`config.mk`:
```
export PLATFORM = sky130hd
export DESIGN_NAME = shift_mul_unit
export DESIGN_NICKNAME = d
export VERILOG_FILES = /design/src/rtl/cpu_defs_pkg.sv /design/src/rtl/shift_mul_unit.sv
export SDC_FILE = /design/constraint.sdc
export NUM_CORES = 1
export LEC_CHECK = 0
export CORE_MARGIN = 3
export CORE_UTILIZATION = 56
export CTS_CLUSTER_SIZE = 40
export DETAILED_ROUTE_END_ITERATION = 8
export PLACE_DENSITY_LB_ADDON = 0.2
export SLEW_MARGIN = 20
export SYNTH_ARGS = -nofsm -noshare
export SYNTH_HDL_FRONTEND = slang
export SYNTH_SLANG_ARGS = --single-unit
export TNS_END_PERCENT = 20
```
`constraint.sdc`:
```
create_clock -name clk -period 3 [get_ports clk]
set_input_delay 0.75 -clock clk [delete_from_list [all_inputs] [get_ports clk]]
set_output_delay 0.75 -clock clk [all_outputs]
set_load 0.005 [all_outputs]
```
`src/rtl/cpu_defs_pkg.sv`:
```
// Shared definitions for the 16-bit course CPU execute stage.
// Holds the datapath width and the multiplier FSM state encoding.
package cpu_defs;

    localparam int DATA_W = 16;

    typedef enum logic [1:0] {
        MUL_IDLE = 2'd0,
        MUL_RUN  = 2'd1,
        MUL_DONE = 2'd2
    } mul_state_t;

endpackage

```
`src/rtl/shift_mul_unit.sv`:
```
// Iterative unsigned shift-add multiplier, WIDTH+1 cycle fixed latency.
// Optional MUL_OVF_EN widens acc/multiplicand and registers an overflow flag.
module shift_mul_unit
    import cpu_defs::*;
#(
    parameter int WIDTH = DATA_W,
    parameter int CNT_W = 4
) (
    input  logic             clk,
    input  logic             rst,
    input  logic             start,
    input  logic [WIDTH-1:0] op_a,
    input  logic [WIDTH-1:0] op_b,
    output logic             busy,
    output logic             done,
    output logic [WIDTH-1:0] result,
    output logic             ovf
);

`ifdef MUL_OVF_EN
    localparam int ACC_W = 2 * WIDTH;
`else
    localparam int ACC_W = WIDTH;
`endif

    localparam logic [CNT_W-1:0] LAST_CNT = CNT_W'(WIDTH - 1);

    mul_state_t       state_q, state_d;
    logic [ACC_W-1:0] acc_q, acc_d;
    logic [ACC_W-1:0] mcand_q, mcand_d;
    logic [ACC_W-1:0] acc_sum;
    logic [WIDTH-1:0] mplier_q, mplier_d;
    logic [WIDTH-1:0] result_q, result_d;
    logic [CNT_W-1:0] cnt_q, cnt_d;
`ifdef MUL_OVF_EN
    logic             ovf_q, ovf_d;
`endif

    // Next-state, counter and shift-add datapath; everything holds by default.
    always_comb begin
        state_d  = state_q;
        acc_d    = acc_q;
        mcand_d  = mcand_q;
        mplier_d = mplier_q;
        cnt_d    = cnt_q;
        result_d = result_q;
`ifdef MUL_OVF_EN
        ovf_d    = ovf_q;
`endif
        acc_sum  = mplier_q[0] ? (acc_q + mcand_q) : acc_q;

        unique case (state_q)
            MUL_IDLE: begin
                if (start) begin
                    mcand_d  = ACC_W'(op_a);
                    mplier_d = op_b;
                    acc_d    = '0;
                    cnt_d    = '0;
                    state_d  = MUL_RUN;
                end
            end
            MUL_RUN: begin
                acc_d    = acc_sum;
                mcand_d  = mcand_q << 1;
                mplier_d = mplier_q >> 1;
                cnt_d    = cnt_q + 1'b1;
                if (cnt_q == LAST_CNT) begin
                    state_d  = MUL_DONE;
                    result_d = acc_sum[WIDTH-1:0];
`ifdef MUL_OVF_EN
                    ovf_d    = |acc_sum[ACC_W-1:WIDTH];
`endif
                end
            end
            MUL_DONE: begin
                state_d = MUL_IDLE;
            end
            default: begin
                state_d = MUL_IDLE;
            end
        endcase
    end

    // State and datapath registers; reset aborts any multiply in flight.
    always_ff @(posedge clk or posedge rst) begin
        if (rst) begin
            state_q  <= MUL_IDLE;
            acc_q    <= '0;
            mcand_q  <= '0;
            mplier_q <= '0;
            cnt_q    <= '0;
            result_q <= '0;
`ifdef MUL_OVF_EN
            ovf_q    <= 1'b0;
`endif
        end else begin
            state_q  <= state_d;
            acc_q    <= acc_d;
            mcand_q  <= mcand_d;
            mplier_q <= mplier_d;
            cnt_q    <= cnt_d;
            result_q <= result_d;
`ifdef MUL_OVF_EN
            ovf_q    <= ovf_d;
`endif
        end
    end

    assign busy   = (state_q != MUL_IDLE);
    assign done   = (state_q == MUL_DONE);
    assign result = result_q;
`ifdef MUL_OVF_EN
    assign ovf    = ovf_q;
`else
    assign ovf    = 1'b0;
`endif

endmodule

```
; Word level (Yosys, flattened, before mapping)
; Index checks and enable logic that the tools add are counted.
[op_classes]
add_sub_neg = 2
n_mux = 12
n_reduce_logical = 6
n_eq_ne = 5
[op_table]
columns = cell, n
row1 = $pmux 16 s2, 3
row2 = $mux 16, 4
row3 = $add 16x16->16, 1
row4 = $pmux 4 s2, 1
row5 = $reduce_and 2->1, 3
row6 = $add 4x1->4 const B, 1
row7 = $eq 4x4->1 const B, 1
row8 = $mux 2, 2
row9 = $mux 4, 1
row10 = $ne 2x2->1 const B, 2
row11 = $pmux 2 s2, 1
row12 = $reduce_bool 2->1, 2
row13 = $eq 2x1->1 const B, 1
row14 = $eq 2x2->1 const B, 1
row15 = $logic_not 2->1, 1
[word_totals]
elab_cells = 31
input_bits = 35
output_inout_bits = 19
reg_bits = 70

; Depth between registers and ports, before layout
; Gate-level depths: netlist of run 1.
[depth]
word_depth = 3
depth_mapped = 9
mapped_depth_nobuf = 9

; Worst setup path before layout of run 1
; Ideal clock, no wire load.
[synth_timing]
path_kind = register -> register
start = register acc_q[0]
end = register result_q[14], in the netlist result[14]
synth_period_minus_slack_ps = 2370
path_slack_ps = 630
t_required_ps = 2874
arrival_ps = 2244
path_stages_with_launch = 10
setup_ps = 126
path_buffers = 0
path_cell_list = dfrtp_1 > ha_1 > fa_1 > a21oi_1 > o21ai_1 > a2111oi_2 > o31ai_1 > xor2_1 > mux2i_1 > a21oi_1
[synth_via]
elab_chain_len = 2
[synth_lines]
columns = element, line_no
row1 = from (decl), shift_mul_unit.sv:29  ; logic [ACC_W-1:0] acc_q, acc_d;
row2 = from (signal assigned), shift_mul_unit.sv:88  ; acc_q <= '0;
row3 = from (signal assigned), shift_mul_unit.sv:98  ; acc_q <= acc_d;
row4 = $add 16x16->16, shift_mul_unit.sv:50  ; acc_sum = mplier_q[0] ? (acc_q + mcand_q) : acc_q;
row5 = $mux 16, shift_mul_unit.sv:50
row6 = to (signal assigned), shift_mul_unit.sv:102  ; result_q <= result_d;
row7 = to (decl), shift_mul_unit.sv:33  ; logic [WIDTH-1:0] result_q, result_d;
; No other way between the ends.
; A chain may end at the register's enable or synchronous reset.

; Worst setup path after layout of run 1
[layout_timing]
start = register mcand_q[0]
end = register result_q[14], in the netlist result[14]
[layout_via]
elab_chain_len = 2
[layout_lines]
columns = element, line_no
row1 = from (decl), shift_mul_unit.sv:30  ; logic [ACC_W-1:0] mcand_q, mcand_d;
row2 = from (signal assigned), shift_mul_unit.sv:99  ; mcand_q <= mcand_d;
row3 = $add 16x16->16, shift_mul_unit.sv:50
row4 = $mux 16, shift_mul_unit.sv:50
; No other way between the ends.

==> results of run 1 <==
-- per-layer routing --
layer	up-vias	global-route usage (%)
li1	1659	-
met1	1704	32.29
met2	115	39.38
met3	16	4.266
met4	0	7.789
met5	-	0
-- final cells by class --
| class | count | area share (%) |
|---|---|---|
| inverter | 8 | 0.6094 |
| tap | 96 | 2.438 |
| clock buffer | 11 | 3.073 |
| clock inverter | 5 | 1.651 |
| sequential | 70 | 35.55 |
| multi-input combinational | 327 | 44.18 |
| timing repair buffer | 63 | 12.49 |
-- report_power, final --
group	internal, W	switching, W
clock network	0.000514	0.000378
logic	0.00100	0.00114
registers	0.00131	0.000361
total	0.00282	0.00188
-- cell families after synthesis --
kind of cell,share of synthesized area [%]
muxes,3.957
buffers and inverters,4.536
DFF,42.62
adders and majority gates,5.358
other,0.09124
and+or+nand+nor,14.03
xor gates and xnor gates,2.557
AOI/OAI and AO/OA,26.85
-- Yosys cell counts, types with 4 or more instances --
cell	number
dfrtp_1	70
o21ai_0	58
a21oi_1	46
nor2b_1	37
nand2_1	35
a22oi_1	30
clkbuf_1	21
ha_1	16
mux2i_1	14
nor2_1	11
a22o_1	8
xnor2_1	8
inv_1	7
nand3_1	6
a31oi_1	4
buf_2	4
xor2_1	4
-- stage by stage --
step / worst slack, ns / std cells / power, W / util [%] / area (um2)
global route: 0.1240 / 580 / 0.005068 / 70.96 / 4927
global placement: 0.4172 / 564 / 0.003729 / 67.60 / 4695
finish: 0.3047 / 580 / 0.004706 / 70.96 / 4927
floorplan: 0.4818 / 435 / 0.003138 / - / 4110
detailed placement: 0.3417 / 564 / 0.003803 / 67.60 / 4695
CTS: 0.3152 / 580 / 0.004709 / 70.96 / 4927
-- how the worst max path moves through the flow --
stage / start / end / slack, ns
6_report: mcand_q[0] / result[14] / 0.30
3_5_place_dp: mcand_q[0] / result[14] / 0.34
4_1_cts: mcand_q[0] / result[14] / 0.32
5_1_grt: mcand_q[0] / result[14] / 0.12
2_1_floorplan: rst / acc_q[0] / 0.48
3_3_place_gp: acc_q[0] / result[14] / 0.42
-- state kept, by name, indices dropped and copies added, names as in the netlist --
signal	cells
cnt_q	4
result	16
state_q	2
acc_q	16
mplier_q	16
mcand_q	16
-- worst reg2reg max path: stages, from the launching register on --
cell,delay (ns)
dfrtp_1,0.42
ha_1,0.23
fa_1,0.41
a21oi_1,0.20
o21ai_1,0.14
a2111oi_2,0.58
o31ai_1,0.17
xor2_1,0.18
mux2i_1,0.16
a21oi_1,0.08
==> results.toml, run 1 <==
[synth]
synth-edff-count = 0
ys_types = 57
synth_top_area_share_pct = 42.62
avgSynthCellArea_um2 = 9.449
synthFlopType = "dfrtp_1"
synth_top_area_cell = "dfrtp_1"
ys_warn_count = 0
synth_area_leaders = "dfrtp_1, o21ai_0, nor2b_1, a21oi_1, a22oi_1"
synth_seq_cells = 70
syn_nets = 487
seq_area_frac_synth_pct = 42.62
synthArstFlopShare_pct = 100.0
netlist_area_mm2 = 0.004110
syn-instance-count = 435

[placed_design]
port_buffers = 52
gp_congestion = 0.9035
hpwl_um = 6751

[sta]
finalMaxSlewViolations = 0
period_share_pct = 89.84
clock_skew_ns = 0.009549
whs_ns = 0.4825
fmax_mhz = 371.0
setup_tns_ns = 0
rsz0062_at_grt = "false"
relSlewSlack_pct = 57.98
tightest_slew_ns = 0.6303
fin_crit_ns = 2.695
setup-violations-final = 0
finalHoldViolations = 0

[floorplan]
die-area_mm2 = 0.008403
dieWidth_um = 91.67
core_region_area_mm2 = 0.006944
core.rowCount = 30
die_h_um = 91.67
initial_core_util_pct = 59.19
io_pins = 54

[setup_path]
cp_common_cell = "a21oi_1"
path_buf_inv = 0
critPathArrivalTime_ns = 2.91
cp_slowest_stage_delay_ns = 0.57
crit_chain = "ha_1, fa_1, a21oi_1, o21ai_1, a2111oi_2, o31ai_1, xor2_1, mux2i_1, a21oi_1"
cp.required_ns = 3.21
reg2reg_to = "result[14]"
worstReg2RegStart = "mcand_q[0]"
crit_family = "compound AO/OA/AOI/OAI gates"
critPathMaxFanout = 4
worstSetupStartpointType = "register"
crit_slowest_cell = "a2111oi_2"
reg2reg_slack_ns = 0.30
endpoint_kind = "register"
path_depth = 9
rr_worst_depth = 9
worstSetupPathType = "register to register"

[cells_and_area]
drive_gt1_share_pct = 10.33
antenna_cells = 0
nets = 531
area_growth_pct = 19.88
multi_input_area_mm2 = 0.002177
layout_common_cells = "dfrtp_1, o21ai_0, clkdlybuf4s50_1"
regArea_mm2 = 0.001752
fill_cells = 535
final_common_cell = "dfrtp_1"

[cts]
cts_sinks = 70
clock-root-buffer = "clkbuf_8"
clk_latency_ns = 0.34
ctsResizeCount = 0
cts_setup_buffers = 0
cts_max_path_buffers = 2
cts_tree = "yes"
cts_buffers = 9
clk_pin_slew_ns = 0.08
ctsHoldBuffers = 0
h-tree-depth = 3

[min_path]
hold_depth = 2
hp-class = "register to register"
hp-start = "result[0]"
worstHoldEndpoint = "result[0]"

[grt]
grt_antenna_before_repair = 0
track_usage_pct = 24.03
grt-ovfl-total = 0
grt_first_pass_wirelength_um = 16430
grt_pass1_vias = 3454
grt_start_max_net_pins = 33

[route]
wl_met2_um = 4668
wl_per_cell_um = 16.74
first_pass_iters = 5
drt-total-wl_um = 9710
viasPerCell = 6.024
wl_met1_um = 4394
first_iter_violations = 156
postRouteAntennaNets = 0
drc_errors = 0
num_vias = 3494
routed.top_layer = "met4"
route.met3.wl_um = 510

[power_and_ir_drop]
power_density_mw_per_mm2 = 955.2
power.leakage_nw = 2.095
ir_drop_uv = 498.0

[status]
outcome = "complete, no violations"

[run]
max-cap-violations = 0
No activity file was read; power rests on OpenSTA's default activity.
==> run 2, diff against run 1 <==
--- a/config.mk
+++ b/config.mk
@@ -6,9 +6,10 @@
 export NUM_CORES = 1
 export LEC_CHECK = 0
 export CORE_MARGIN = 3
-export CORE_UTILIZATION = 56
+export CORE_UTILIZATION = 64
 export CTS_CLUSTER_SIZE = 40
 export DETAILED_ROUTE_END_ITERATION = 8
+export DONT_BUFFER_PORTS = 1
 export PLACE_DENSITY_LB_ADDON = 0.2
 export SLEW_MARGIN = 20
 export SYNTH_ARGS = -nofsm -noshare
==> run 2 against run 1 <==
Effect of this change: critical endpoint unchanged; largest cell class unchanged; hold slack lost 0.12 ns; core utilization is essentially flat; sequential power is essentially flat; combinational power shrank 12%.
==> results.toml, run 2 (synthesized netlist as in run 1, its figures left out) <==
[cells_and_area]
area_growth_pct = 4.597
nets = 474
layout_common_cells = "dfrtp_1, o21ai_0, a21oi_1"
antenna_cells = 0
final_common_cell = "dfrtp_1"
drive_gt1_share_pct = 10.09

[sta]
fin_crit_ns = 2.661
fmax_mhz = 375.9
rsz0062_at_grt = "false"
period_share_pct = 88.69
whs_ns = 0.3651
finalHoldViolations = 0
finalMaxSlewViolations = 0
setup-violations-final = 0
tightest_slew_ns = 0.6557
setup_tns_ns = 0
clock_skew_ns = 0.009639
relSlewSlack_pct = 56.22

[grt]
grt_pass1_vias = 3159
grt_antenna_before_repair = 0
grt_start_max_net_pins = 42
track_usage_pct = 26.32
grt_first_pass_wirelength_um = 15250
grt-ovfl-total = 0

[cts]
ctsHoldBuffers = 0
h-tree-depth = 3
clock-root-buffer = "clkbuf_8"
cts_buffers = 9
cts_tree = "yes"
cts_sinks = 70
cts_max_path_buffers = 2
clk_pin_slew_ns = 0.07
clk_latency_ns = 0.35
cts_setup_buffers = 0
ctsResizeCount = 0

[setup_path]
endpoint_kind = "register"
critPathArrivalTime_ns = 2.88
cp_common_cell = "a21oi_1"
critPathMaxFanout = 4
crit_chain = "ha_1, fa_1, a21oi_1, o21ai_1, a2111oi_2, o31ai_1, xor2_1, mux2i_1, a21oi_1"
cp_slowest_stage_delay_ns = 0.57
worstSetupStartpointType = "register"
crit_slowest_cell = "a2111oi_2"
cp.required_ns = 3.22
worstSetupPathType = "register to register"

[floorplan]
core_region_area_mm2 = 0.006061
dieWidth_um = 86.14
die-area_mm2 = 0.007420
core.rowCount = 28
io_pins = 54
initial_core_util_pct = 67.82
die_h_um = 86.14

[min_path]
hp-class = "input port to asynchronous set/reset pin"

[placed_design]
hpwl_um = 6177
port_buffers = 0
gp_congestion = 0.9245

[route]
first_pass_iters = 4
wl_per_cell_um = 17.76
postRouteAntennaNets = 0
viasPerCell = 6.419
num_vias = 3216
first_iter_violations = 161
drc_errors = 0
drt-total-wl_um = 8896

[run]
max-cap-violations = 0

[power_and_ir_drop]
power_w = 0.004296
ir_drop_uv = 610.2
power.leakage_nw = 1.853
power_density_mw_per_mm2 = 999.2

[status]
outcome = "complete, no violations"
run 2: cell count changes in the layout (fill, tap and decap cells not counted), sizes merged:
| cell | change |
|---|---|
| buf | -5 |
| clkdlybuf4s50 | -52 |
| bufinv | -1 |
run 2: where the power goes:
group	leakage [nW]	switching [W]	internal [W]
Clock	0.0952	0.000345	0.000399
Combinational	0.842	0.00110	0.000793
Sequential	0.915	0.000348	0.00131
Total	1.85	0.00179	0.00251
run 2: per-stage QoR:
stage / util, % / worst slack [ns] / cell area, um2 / std cells
2_1_floorplan: - / 0.4818 / 4110 / 435
3_3_place_gp: 67.82 / 0.4489 / 4110 / 486
3_5_place_dp: 67.82 / 0.3430 / 4110 / 486
4_1_cts: 70.93 / 0.3270 / 4299 / 501
5_1_grt: 70.93 / 0.09514 / 4299 / 501
6_report: 70.93 / 0.3394 / 4299 / 501
run 2: path summary, 6_finish.rpt:
| path | startpoint | to | slack [ns] | cells after the start |
|---|---|---|---|---|
| max in group asynchronous | rst | acc_q[9] | 1.99 | 2 |
| worst min register to register | result[9] | result[9] | 0.50 | 2 |
| worst max register to register | mcand_q[0] | result[14] | 0.34 | 9 |
| worst max-delay path | mcand_q[0] | result[14] | 0.34 | 9 |
| min in group clk | result[9] | result[9] | 0.50 | 2 |
| worst min-delay path | rst | mplier_q[11] | 0.37 | 1 |
run 2: layer usage:
layer | global-route usage (%) | wire length, um | vias up
li1 | - | - | 1540
met1 | 35.02 | 3941 | 1562
met5 | 0 | 0 | -
met2 | 39.52 | 4080 | 97
met3 | 7.781 | 655 | 17
met4 | 12.37 | 219 | 0
run 2: final cells by class:
type	instances	area, um2
Clock buffer	11	141.4
Clock inverter	4	47.55
Fill cell	466	1762
Inverter	8	30.03
Multi-Input combinational cell	327	2177
Sequential cell	70	1752
Tap cell	75	93.84
Timing Repair Buffer	6	57.56
run 2: critical path, delay by kind of cell, from the launching register on:
| kind | cells | cell delay [ns] |
|---|---|---|
| adders and majority gates | 2 | 0.64 |
| AOI/OAI and AO/OA | 5 | 1.14 |
| xor gates and xnor gates | 1 | 0.17 |
| muxes | 1 | 0.16 |
| DFF | 1 | 0.41 |
